==> src/rtl/mac_layer_seq.sv <==
// Address/clear sequencer for one fully-connected SNN layer around a shared 8x8 MAC.
// Optional build macro RELU_EN clamps negative neuron results to zero after saturation.
module mac_layer_seq #(
    parameter int NUM_IN     = 784,
    parameter int NUM_OUT    = 32,
    parameter int FRAC_SHIFT = 7,
    parameter int IN_AW      = $clog2(NUM_IN),
    parameter int WT_AW      = $clog2(NUM_IN * NUM_OUT),
    parameter int OUT_AW     = (NUM_OUT > 1) ? $clog2(NUM_OUT) : 1
) (
    input  logic              clk,
    input  logic              rst,
    input  logic              start,
    input  logic [25:0]       acc,
    output logic [IN_AW-1:0]  in_addr,
    output logic [WT_AW-1:0]  wt_addr,
    output logic              rd_en,
    output logic              mac_clr_n,
    output logic [OUT_AW-1:0] out_addr,
    output logic [7:0]        out_data,
    output logic              out_we,
    output logic              busy,
    output logic              done
);

    localparam int CW = $clog2(NUM_IN + 1);
    localparam logic [CW-1:0]     K_LAST  = CW'(NUM_IN);
    localparam logic [CW-1:0]     K_PRE   = CW'(NUM_IN - 1);
    localparam logic [OUT_AW-1:0] N_LAST  = OUT_AW'(NUM_OUT - 1);
    localparam logic [WT_AW-1:0]  WT_STEP = WT_AW'(NUM_IN);

    typedef enum logic [1:0] {
        IDLE = 2'd0,
        LOAD = 2'd1,
        ACC  = 2'd2,
        WB   = 2'd3
    } state_t;

    state_t              state_r, state_nx_s;
    logic [CW-1:0]       k_r, k_nx_s, k_inc_s;
    logic [OUT_AW-1:0]   n_r, n_nx_s;
    logic [WT_AW-1:0]    base_r, base_nx_s;
    logic [IN_AW-1:0]    in_addr_nx_s;
    logic [WT_AW-1:0]    wt_addr_nx_s;
    logic                rd_en_nx_s;
    logic                clr_n_nx_s;
    logic [OUT_AW-1:0]   out_addr_nx_s;
    logic [7:0]          out_data_nx_s;
    logic                out_we_nx_s;
    logic                busy_nx_s;
    logic                done_nx_s;

    // Scale the accumulator down and clamp it into the signed 8-bit output range.
    function automatic logic [7:0] sat8(input logic signed [25:0] a);
        logic signed [25:0] s;
        logic [7:0]         r;
        s = a >>> FRAC_SHIFT;
`ifdef RELU_EN
        if (s > 26'sd127) begin
            r = 8'h7F;
        end else if (s < 26'sd0) begin
            r = 8'h00;
        end else begin
            r = s[7:0];
        end
`else
        if (s > 26'sd127) begin
            r = 8'h7F;
        end else if (s < -26'sd128) begin
            r = 8'h80;
        end else begin
            r = s[7:0];
        end
`endif
        return r;
    endfunction

    // Next-state logic; every output is computed one cycle ahead so the ports come straight from flops.
    always_comb begin
        state_nx_s    = state_r;
        k_inc_s       = k_r + CW'(1);
        k_nx_s        = k_r;
        n_nx_s        = n_r;
        base_nx_s     = base_r;
        in_addr_nx_s  = in_addr;
        wt_addr_nx_s  = wt_addr;
        rd_en_nx_s    = 1'b0;
        clr_n_nx_s    = 1'b0;
        out_addr_nx_s = out_addr;
        out_data_nx_s = out_data;
        out_we_nx_s   = 1'b0;
        busy_nx_s     = busy;
        done_nx_s     = 1'b0;

        case (state_r)
            IDLE: begin
                // done high means the previous layer is just retiring; a start here is dropped
                if (start && !done) begin
                    state_nx_s   = LOAD;
                    busy_nx_s    = 1'b1;
                    rd_en_nx_s   = 1'b1;
                    in_addr_nx_s = '0;
                    wt_addr_nx_s = '0;
                    n_nx_s       = '0;
                    base_nx_s    = '0;
                    k_nx_s       = '0;
                end else begin
                    busy_nx_s    = 1'b0;
                end
            end
            LOAD: begin
                state_nx_s   = ACC;
                k_nx_s       = CW'(1);
                clr_n_nx_s   = 1'b1;
                rd_en_nx_s   = 1'b1;
                in_addr_nx_s = IN_AW'(1);
                wt_addr_nx_s = base_r + WT_AW'(1);
            end
            ACC: begin
                if (k_r == K_LAST) begin
                    state_nx_s = WB;
                    // WB already fetches address 0 of the next neuron
                    if (n_r != N_LAST) begin
                        rd_en_nx_s   = 1'b1;
                        in_addr_nx_s = '0;
                        wt_addr_nx_s = base_r + WT_STEP;
                    end else begin
                        rd_en_nx_s   = 1'b0;
                    end
                end else begin
                    k_nx_s     = k_inc_s;
                    clr_n_nx_s = 1'b1;
                    if (k_r < K_PRE) begin
                        rd_en_nx_s   = 1'b1;
                        in_addr_nx_s = IN_AW'(k_inc_s);
                        wt_addr_nx_s = base_r + WT_AW'(k_inc_s);
                    end else begin
                        rd_en_nx_s   = 1'b0;
                    end
                end
            end
            WB: begin
                out_data_nx_s = sat8($signed(acc));
                out_addr_nx_s = n_r;
                out_we_nx_s   = 1'b1;
                if (n_r != N_LAST) begin
                    state_nx_s   = ACC;
                    n_nx_s       = n_r + OUT_AW'(1);
                    base_nx_s    = base_r + WT_STEP;
                    k_nx_s       = CW'(1);
                    clr_n_nx_s   = 1'b1;
                    rd_en_nx_s   = 1'b1;
                    in_addr_nx_s = IN_AW'(1);
                    wt_addr_nx_s = base_r + WT_STEP + WT_AW'(1);
                end else begin
                    state_nx_s   = IDLE;
                    busy_nx_s    = 1'b0;
                    done_nx_s    = 1'b1;
                    in_addr_nx_s = '0;
                    wt_addr_nx_s = '0;
                end
            end
            default: begin
                state_nx_s = IDLE;
                busy_nx_s  = 1'b0;
            end
        endcase
    end

    // State, counters and registered outputs.
    always_ff @(posedge clk) begin
        if (rst) begin
            state_r   <= IDLE;
            k_r       <= '0;
            n_r       <= '0;
            base_r    <= '0;
            in_addr   <= '0;
            wt_addr   <= '0;
            rd_en     <= 1'b0;
            mac_clr_n <= 1'b0;
            out_addr  <= '0;
            out_data  <= 8'h00;
            out_we    <= 1'b0;
            busy      <= 1'b0;
            done      <= 1'b0;
        end else begin
            state_r   <= state_nx_s;
            k_r       <= k_nx_s;
            n_r       <= n_nx_s;
            base_r    <= base_nx_s;
            in_addr   <= in_addr_nx_s;
            wt_addr   <= wt_addr_nx_s;
            rd_en     <= rd_en_nx_s;
            mac_clr_n <= clr_n_nx_s;
            out_addr  <= out_addr_nx_s;
            out_data  <= out_data_nx_s;
            out_we    <= out_we_nx_s;
            busy      <= busy_nx_s;
            done      <= done_nx_s;
        end
    end

endmodule

==> config.mk <==
export PLATFORM = sky130hd
export DESIGN_NAME = mac_layer_seq
export DESIGN_NICKNAME = d
export VERILOG_FILES = /design/src/rtl/mac_layer_seq.sv
export SDC_FILE = /design/constraint.sdc
export NUM_CORES = 1
export LEC_CHECK = 0
export BUFFER_PORTS_ARGS = -buffer_cell sky130_fd_sc_hd__buf_4
export CAP_MARGIN = 15
export CORE_MARGIN = 1
export CORE_UTILIZATION = 60
export CTS_CLUSTER_SIZE = 28
export DETAILED_ROUTE_END_ITERATION = 8
export GPL_TIMING_DRIVEN = 0
export PLACE_DENSITY = 0.85
export SLEW_MARGIN = 20
export SYNTH_ARGS = -nofsm -noshare
export SYNTH_HDL_FRONTEND = slang
export SYNTH_SLANG_ARGS = --single-unit
==> constraint.sdc <==
create_clock -name clk -period 7.2 [get_ports clk]
set_input_delay 1.44 -clock clk [delete_from_list [all_inputs] [get_ports clk]]
set_output_delay 1.44 -clock clk [all_outputs]
set_load 0.02 [all_outputs]
==> results of run 1 <==
[through the flow]
step                instance area [µm²]  std cells  setup WS (ns)  util [%]
global route                       4678        650          3.244     77.19
floorplan                          3859        495          4.274         -
CTS                                4678        650          3.605     77.19
detailed placement                 4433        634          3.607     73.14
global placement                   4433        634          3.633     73.14
finish                             4678        650          3.541     77.19
[cell usage after synthesis (all sizes together), types with 3 or more instances]
cell    number  area share, %
nand4        6           0.97
dfxtp       71             37
xnor2        9            2.0
nor4         5           0.81
o21ai       35            4.5
ha          14            4.5
a211oi       8            1.7
nand3b       3           0.58
a22oi        9            1.8
a21boi       3           0.58
buf          6            1.1
xor2        10            2.3
nand2       63            6.2
nand2b       5           0.81
clkbuf      27            2.6
and2         6           0.97
a221oi       5            1.3
and3         8            1.3
nor3        14            1.8
a21o         3           0.58
a31oi        8            1.3
inv          6           0.58
a21oi       55            7.1
nor2        52            5.1
and4b        3           0.78
nor2b        5           0.81
or3          5           0.94
nand3       22            2.9
[routing by layer]
metal,up-vias,track usage [%],share of wire (%)
met2,230,53.88,46
li1,1933,-,-
met5,-,0,0
met4,0,7.895,1.2
met3,17,8.571,10
met1,1857,47.29,43
[placed cells by master (no fill, tap or decap), types with 3 or more instances in the layout]
| cell | netlist | final |
|---|---|---|
| a22oi_1 | 9 | 9 |
| ha_1 | 14 | 14 |
| nand4_1 | 6 | 6 |
| nor2b_1 | 5 | 5 |
| nand2b_1 | 5 | 5 |
| buf_2 | 4 | 4 |
| bufinv_16 | 0 | 3 |
| a21o_1 | 3 | 3 |
| a21oi_1 | 55 | 55 |
| xnor2_1 | 9 | 9 |
| a31oi_1 | 8 | 8 |
| or3_1 | 4 | 4 |
| clkbuf_1 | 27 | 28 |
| and4b_1 | 3 | 3 |
| nor2_1 | 52 | 52 |
| nand3_1 | 22 | 22 |
| nor3_1 | 14 | 14 |
| clkbuf_8 | 0 | 10 |
| a21boi_0 | 3 | 3 |
| xor2_1 | 10 | 10 |
| a211oi_1 | 7 | 7 |
| o21ai_0 | 32 | 32 |
| inv_1 | 6 | 6 |
| nand2_1 | 62 | 62 |
| nand3b_1 | 3 | 3 |
| buf_4 | 0 | 64 |
| a221oi_1 | 4 | 4 |
| o21ai_1 | 3 | 3 |
| nor4_1 | 5 | 5 |
| and3_1 | 8 | 8 |
| and2_1 | 6 | 6 |
| dfxtp_1 | 71 | 71 |
[final cells by class]
class / count / area share [%]
Tap cell: 75 / 2.006
Buffer: 33 / 3.076
Multi-Input combinational cell: 385 / 48.54
Sequential cell: 71 / 30.38
Timing Repair Buffer: 64 / 10.27
Clock inverter: 5 / 2.220
Inverter: 6 / 0.4814
Clock buffer: 11 / 3.022
[power groups by stage]
stage | logic [W] | clock network [W] | registers [W]
finish | 0.000115 | 0.000402 | 0.000407
global route | 0.000125 | 0.000417 | 0.000408
CTS | 0.000112 | 0.000402 | 0.000407
detailed placement | 0.000112 | 0 | 0.000416
global placement | 0.000109 | 0 | 0.000416
floorplan | 0.0000629 | 0 | 0.000422
[worst min path at each step]
stage,from,to,depth (start not counted)
CTS,wt_addr[7],wt_addr[7],2
global placement,out_data[5],out_data[5],2
detailed placement,wt_addr[7],wt_addr[7],2
finish,wt_addr[2],wt_addr[2],2
floorplan,n_r[4],out_addr[4],2
global route,out_data[3],out_data[3],2
[sequential cells by signal, summed over array words and instances, names as in the netlist, 2 cells and up]
name	count
out_addr	5
k_r	10
n_r	5
wt_addr	15
state_r	2
in_addr	10
out_data	8
base_r	11
[cell families (layout without fill, tap and decap cells)]
kind of cell,after synthesis,after routing,share of synthesized area [%]
mux,2,2,0.5188
compound gates,146,146,24.19
fa+ha+maj,14,14,4.540
other cells,1,1,0.09718
buf+inv,39,119,4.313
simple gates,203,203,25.20
xor+xnor,19,19,4.313
flops,71,71,36.84
[critical path, stage by stage (launching register included)]
cell and delay (ns):
dfxtp_1 0.44, ha_1 0.19, clkbuf_1 0.30, and3_1 0.20, clkbuf_1 0.20, nand3_1 0.12, xnor2_1 0.42, ha_1 0.30
o21ai_0 0.11, o21ai_0 0.41, nand3b_1 0.17, xnor2_1 0.16, a221oi_1 0.38, a211oi_1 0.13
==> run_results.csv, run 1 <==
group,metric,value,unit
run_status,status,"completed",
pwr,intPower,0.0006802,W
die,num_rows,28,
layout,register_area,1421,µm²
die,fp.dieW,82.20,µm
synth,synth.distinct_cells,56,
layout,nets,613,
setup_path,crit_arrival,3.88,ns
layout,antennaDiodeCount,0,
die,coreArea,6061,µm²
clocking,cts_hold_buf,0,
global_routing,overflow,0,
sta,finalMaxSlewViolations,0,
clocking,clkLatencyLatePin,0.36,ns
synth,yosys_most_used_dff,"dfxtp_1",
global_routing,grt_max_degree,13,
synth,syn_area,3859,µm²
setup_path,crit_fanout,9,
detailed_routing,dr.pass1.iters,5,
clocking,root_buffer,"clkbuf_8",
synth,post_synth.cell_area_avg,7.795,µm²
synth,ys_ff_latch,71,
pwr,seq_power_share,44.1,%
synth,async_flop_share,0,%
clocking,clock-sinks,71,
place,io_buffers,64,
clocking,clk_transition_reported_paths,0.09,ns
setup_path,crit_path_end,"wt_addr[13]",
global_routing,antenna_found_initial,0,
clocking,cts_tree,"done",
detailed_routing,drtAntennaViolNets,0,
pwr,swShare,26.33,%
detailed_routing,dr.first_iter.drc_count,393,
pwr,clkPwrFrac,43.5,%
global_routing,grt_pass1_vias,3490,
setup_path,crit_required,7.42,ns
detailed_routing,drc_errors,0,
setup_path,timing.rr.end,"wt_addr[13]",
detailed_routing,routed_wl,11.22,mm
die,dieHeight,82.20,µm
detailed_routing,avgViaCountPerCell,6.211,
die,dieArea,6756,µm²
detailed_routing,detail_route.wl_per_cell,17.26,µm
sta,clock_skew,0.01330,ns
synth,synth_cells,495,
die,start_util,63.67,%
sta,grt_setup_unrepaired,"false",
setup_path,r2r_slack,3.54,ns
sta,setup_viol,0,
pwr,power.total,0.0009233,W
sta,hold_viol,0,
pwr,p_per_area,197.4,nW/µm²
sta,hold-worst-slack,0.4530,ns
sta,tightest_slew,0.7073,ns
worst_hold_path,worstHoldPathType,"flop to flop",
clocking,clock_path_buffers,2,
setup_path,critPathLaunch,"k_r[1]",
global_routing,track_usage,34.37,%
pwr,power_switching,0.0002431,W
synth,synth_edf_count,0,
die,ios,72,
clocking,numCtsBuffers,9,
setup_path,reg2regPathDepth,13,
place,hpwl,8.265,mm
sta,period_share,50.82,%
pwr,vdd_drop_max,167.8,µV
sta,max_freq,0.2733,GHz
synth,synth_fp_nets,538,
setup_path,cp-end-kind,"flop",
place,place_congestion,0.9188,
sta,fin_setup_tns,0,ns
layout,drive_above_1_share,16.17,%
synth,yosysSeqAreaShare,36.84,%
sta,maxSlewHeadroom,52.53,%
setup_path,worstReg2RegStart,"k_r[1]",
layout,area_growth_syn_to_layout,21.24,%
pwr,power_frac_comb,12.4,%
global_routing,grt_pass1_wl,17.23,mm
clocking,postCtsResizedCells,0,
pwr,power.leakage,1.897,nW
layout,multi_input_area,2271,µm²
clocking,htreeDepth,3,
setup_path,worst_setup_path_start_kind,"flop",
sta,period_minus_slack,3.659,ns
synth,synth_warnings,0,
flow_run,cap_violations,0,
setup_path,worstSetupPathType,"flop to flop",
layout,nFillCells,449,
clocking,cts_setup_buffers,0,
detailed_routing,vias,4037,
Note: power is estimated with default switching activity, not from simulation.
==> run 2, diff against run 1 <==
--- a/config.mk
+++ b/config.mk
@@ -5,14 +5,15 @@
 export SDC_FILE = /design/constraint.sdc
 export NUM_CORES = 1
 export LEC_CHECK = 0
+export ABC_AREA = 1
 export BUFFER_PORTS_ARGS = -buffer_cell sky130_fd_sc_hd__buf_4
 export CAP_MARGIN = 15
 export CORE_MARGIN = 1
-export CORE_UTILIZATION = 60
+export CORE_UTILIZATION = 55
 export CTS_CLUSTER_SIZE = 28
 export DETAILED_ROUTE_END_ITERATION = 8
 export GPL_TIMING_DRIVEN = 0
-export PLACE_DENSITY = 0.85
+export PLACE_DENSITY = 0.79
 export SLEW_MARGIN = 20
 export SYNTH_ARGS = -nofsm -noshare
 export SYNTH_HDL_FRONTEND = slang
==> constraint.sdc (replaced) <==
create_clock -name clk -period 3.75 [get_ports clk]
set_input_delay 0.75 -clock clk [delete_from_list [all_inputs] [get_ports clk]]
set_output_delay 0.75 -clock clk [all_outputs]
set_load 0.02 [all_outputs]
==> run 2 against run 1 <==
Compared with the run above: area after synthesis shrank 2.4%; sequential share of layout area grew 0.71 points; core utilization shrank 6.8 points; maximum frequency grew 19%; hold slack gained 0.013 ns; global-route usage shrank 3.9 points; critical path depth grew 5; first-iteration DRC count shrank 23%; clock skew grew 0.0010 ns; combinational power grew to 2.7 times the previous value.
==> run_results.csv, run 2 <==
group,metric,value,unit
run_status,status,"completed",
setup_path,path_cells,"inv_2, nor4_1, nand3_1, nand2_1, inv_1, ha_1, a21oi_1, inv_1, nand2_1, nand2_1, nand3_1, nand2_1, nand2_1, o21ai_0, nand3_1, nand4_1, nand2_1, inv_1",
clocking,clock-sinks,71,
layout,top_register,"wt_addr",
sta,hold_viol,0,
die,ios,72,
setup_path,cp-end-kind,"flop",
clocking,cts_tree,"done",
flow_run,cap_violations,0,
synth,syn_area,3765,µm²
synth,yosysSeqAreaShare,37.75,%
sta,clock_skew,0.01435,ns
sta,setup_viol,0,
synth,synth_warnings,0,
setup_path,cpLargestDelayFamily,"simple AND/OR/NAND/NOR gates",
die,dieHeight,84.74,µm
synth,synth.distinct_cells,38,
synth,yosys.area.top_type,"dfxtp_1",
setup_path,worst_setup_path_start_kind,"flop",
clocking,clkLatencyLatePin,0.35,ns
clocking,htreeDepth,3,
sta,fin_setup_tns,0,ns
layout,mostFrequentLayoutCell,"nand2_1",
pwr,vdd_drop_max,281.5,µV
layout,area_growth_syn_to_layout,21.44,%
synth,synth_fp_nets,602,
global_routing,grt_pass1_wl,17.23,mm
setup_path,crit_top_cell,"nand2_1",
setup_path,max_stage_delay,0.45,ns
sta,grt_setup_unrepaired,"false",
detailed_routing,dr.pass1.iters,7,
synth,synth_edf_count,0,
place,placed_cell_area,4334,µm²
die,coreArea,6495,µm²
pwr,p_per_area,411.3,nW/µm²
synth,synth_cells,559,
clocking,clock_path_buffers,2,
synth,synth.most_common_cell,"nand2_1",
layout,final_util,70.39,%
layout,nets,676,
clocking,clk_transition_reported_paths,0.08,ns
setup_path,crit_buf_inv,4,
clocking,postCtsResizedCells,0,
pwr,power.leakage,2.075,nW
synth,ys_top_cells_by_area,"dfxtp_1, nand2_1, a21oi_1",
clocking,cts_setup_buffers,0,
place,hpwl,7.834,mm
layout,antennaDiodeCount,0,
layout,drive_above_1_share,15.52,%
synth,synth_top_area_share,37.75,%
clocking,cts_hold_buf,0,
global_routing,overflow,0,
layout,design_area,4572,µm²
layout,reg_top3,"wt_addr (15), base_r (11)",
global_routing,grt_pass1_vias,3676,
detailed_routing,drc_errors,0,
detailed_routing,detail_route.wl_per_cell,14.94,µm
synth,post_synth.cell_area_avg,6.735,µm²
sta,maxSlewHeadroom,55.34,%
detailed_routing,drtAntennaViolNets,0,
global_routing,antenna_found_initial,0,
synth,yosys_most_used_dff,"dfxtp_1",
setup_path,worstSetupPathType,"flop to flop",
setup_path,crit_fanout,6,
die,num_rows,29,
global_routing,grt_max_degree,13,
synth,ys_ff_latch,71,
synth,async_flop_share,0,%
setup_path,cp_slowest_cell,"dfxtp_1",
worst_hold_path,worstHoldPathType,"flop to flop",
place,place_congestion,0.8968,
sta,period_minus_slack,3.077,ns
detailed_routing,vias,3939,
synth,yosys-top-cells-count,"nand2_1, dfxtp_1, a21oi_1, inv_1, nor2_1",
sta,max_freq,0.3250,GHz
clocking,numCtsBuffers,9,
sta,tightest_slew,0.6643,ns
setup_path,crit_arrival,3.33,ns
die,fp.dieW,84.74,µm
detailed_routing,dr.first_iter.drc_count,302,
die,start_util,57.97,%
place,io_buffers,63,
detailed_routing,avgViaCountPerCell,5.509,
detailed_routing,routed_wl,10.68,mm
setup_path,crit_required,4.00,ns
sta,period_share,82.04,%
sta,finalMaxSlewViolations,0,
layout,largest_register_ffs,15,
layout,layout_common_cells,"nand2_1, dfxtp_1, a21oi_1",
clocking,root_buffer,"clkbuf_8",
die,dieArea,7180,µm²
global_routing,track_usage,30.48,%
[run 2: power by group]
group | leakage, nW | internal, W | total [W] | switching (W)
logic | 1.39 | 0.000108 | 0.000315 | 0.000207
registers | 0.576 | 0.000789 | 0.000819 | 0.0000301
clock network | 0.114 | 0.000444 | 0.000747 | 0.000303
[run 2: routing by layer]
layer	part of all wire [%]	vias to the layer above	GRT usage [%]
met2	48	174	50.92
met5	0	-	0
met1	43	1793	40.01
met4	1.6	0	9.553
li1	-	1956	-
met3	7.8	16	5.605
[run 2: final timing paths]
| path | startpoint | end | slack (ns) | depth (start not counted) |
|---|---|---|---|---|
| hold / removal | wt_addr[6] | wt_addr[6] | 0.47 | 2 |
| hold reg to reg | wt_addr[6] | wt_addr[6] | 0.47 | 2 |
| setup reg to reg | k_r[2] | wt_addr[13] | 0.67 | 18 |
| setup / recovery | k_r[2] | wt_addr[13] | 0.67 | 18 |
[run 2: per-stage QoR]
stage / power [W] / hold slack, ns / setup WS (ns) / cells
2_1_floorplan: 0.001022 / 0.4542 / 1.318 / 559
3_3_place_gp: 0.001138 / 0.4526 / 0.9271 / 699
3_5_place_dp: 0.001144 / 0.4581 / 0.8069 / 699
4_1_cts: 0.001875 / 0.4693 / 0.7624 / 715
5_1_grt: 0.001947 / 0.4906 / 0.4248 / 715
6_report: 0.001880 / 0.4665 / 0.6734 / 715
[run 2: cells by family (layout without fill, tap and decap cells)]
| group | Yosys count | in the layout | share of synthesized area (%) |
|---|---|---|---|
| DFF | 71 | 71 | 37.75 |
| and+or+nand+nor | 272 | 272 | 30.71 |
| other | 1 | 1 | 0.09961 |
| AOI/OAI and AO/OA | 107 | 107 | 14.99 |
| adders and majority gates | 14 | 14 | 4.653 |
| buffers and inverters | 82 | 161 | 9.006 |
| xor gates and xnor gates | 12 | 12 | 2.792 |
[run 2: worst reg2reg max path, delay by kind of cell, from the launching register on]
family	cells	cell delay, ns
and+or+nand+nor	11	1.52
DFF	1	0.45
AOI/OAI and AO/OA	2	0.44
adders and majority gates	1	0.32
buffers and inverters	4	0.25
[run 2: layout make-up]
class	count	area [µm²]
buffer	18	93.84
multi-input combinational	406	2004
inverter	64	245.2
clock inverter	5	106.4
timing repair buffer	63	473.0
fill	555	1923
sequential	71	1421
clock buffer	11	131.4
tap	77	96.34
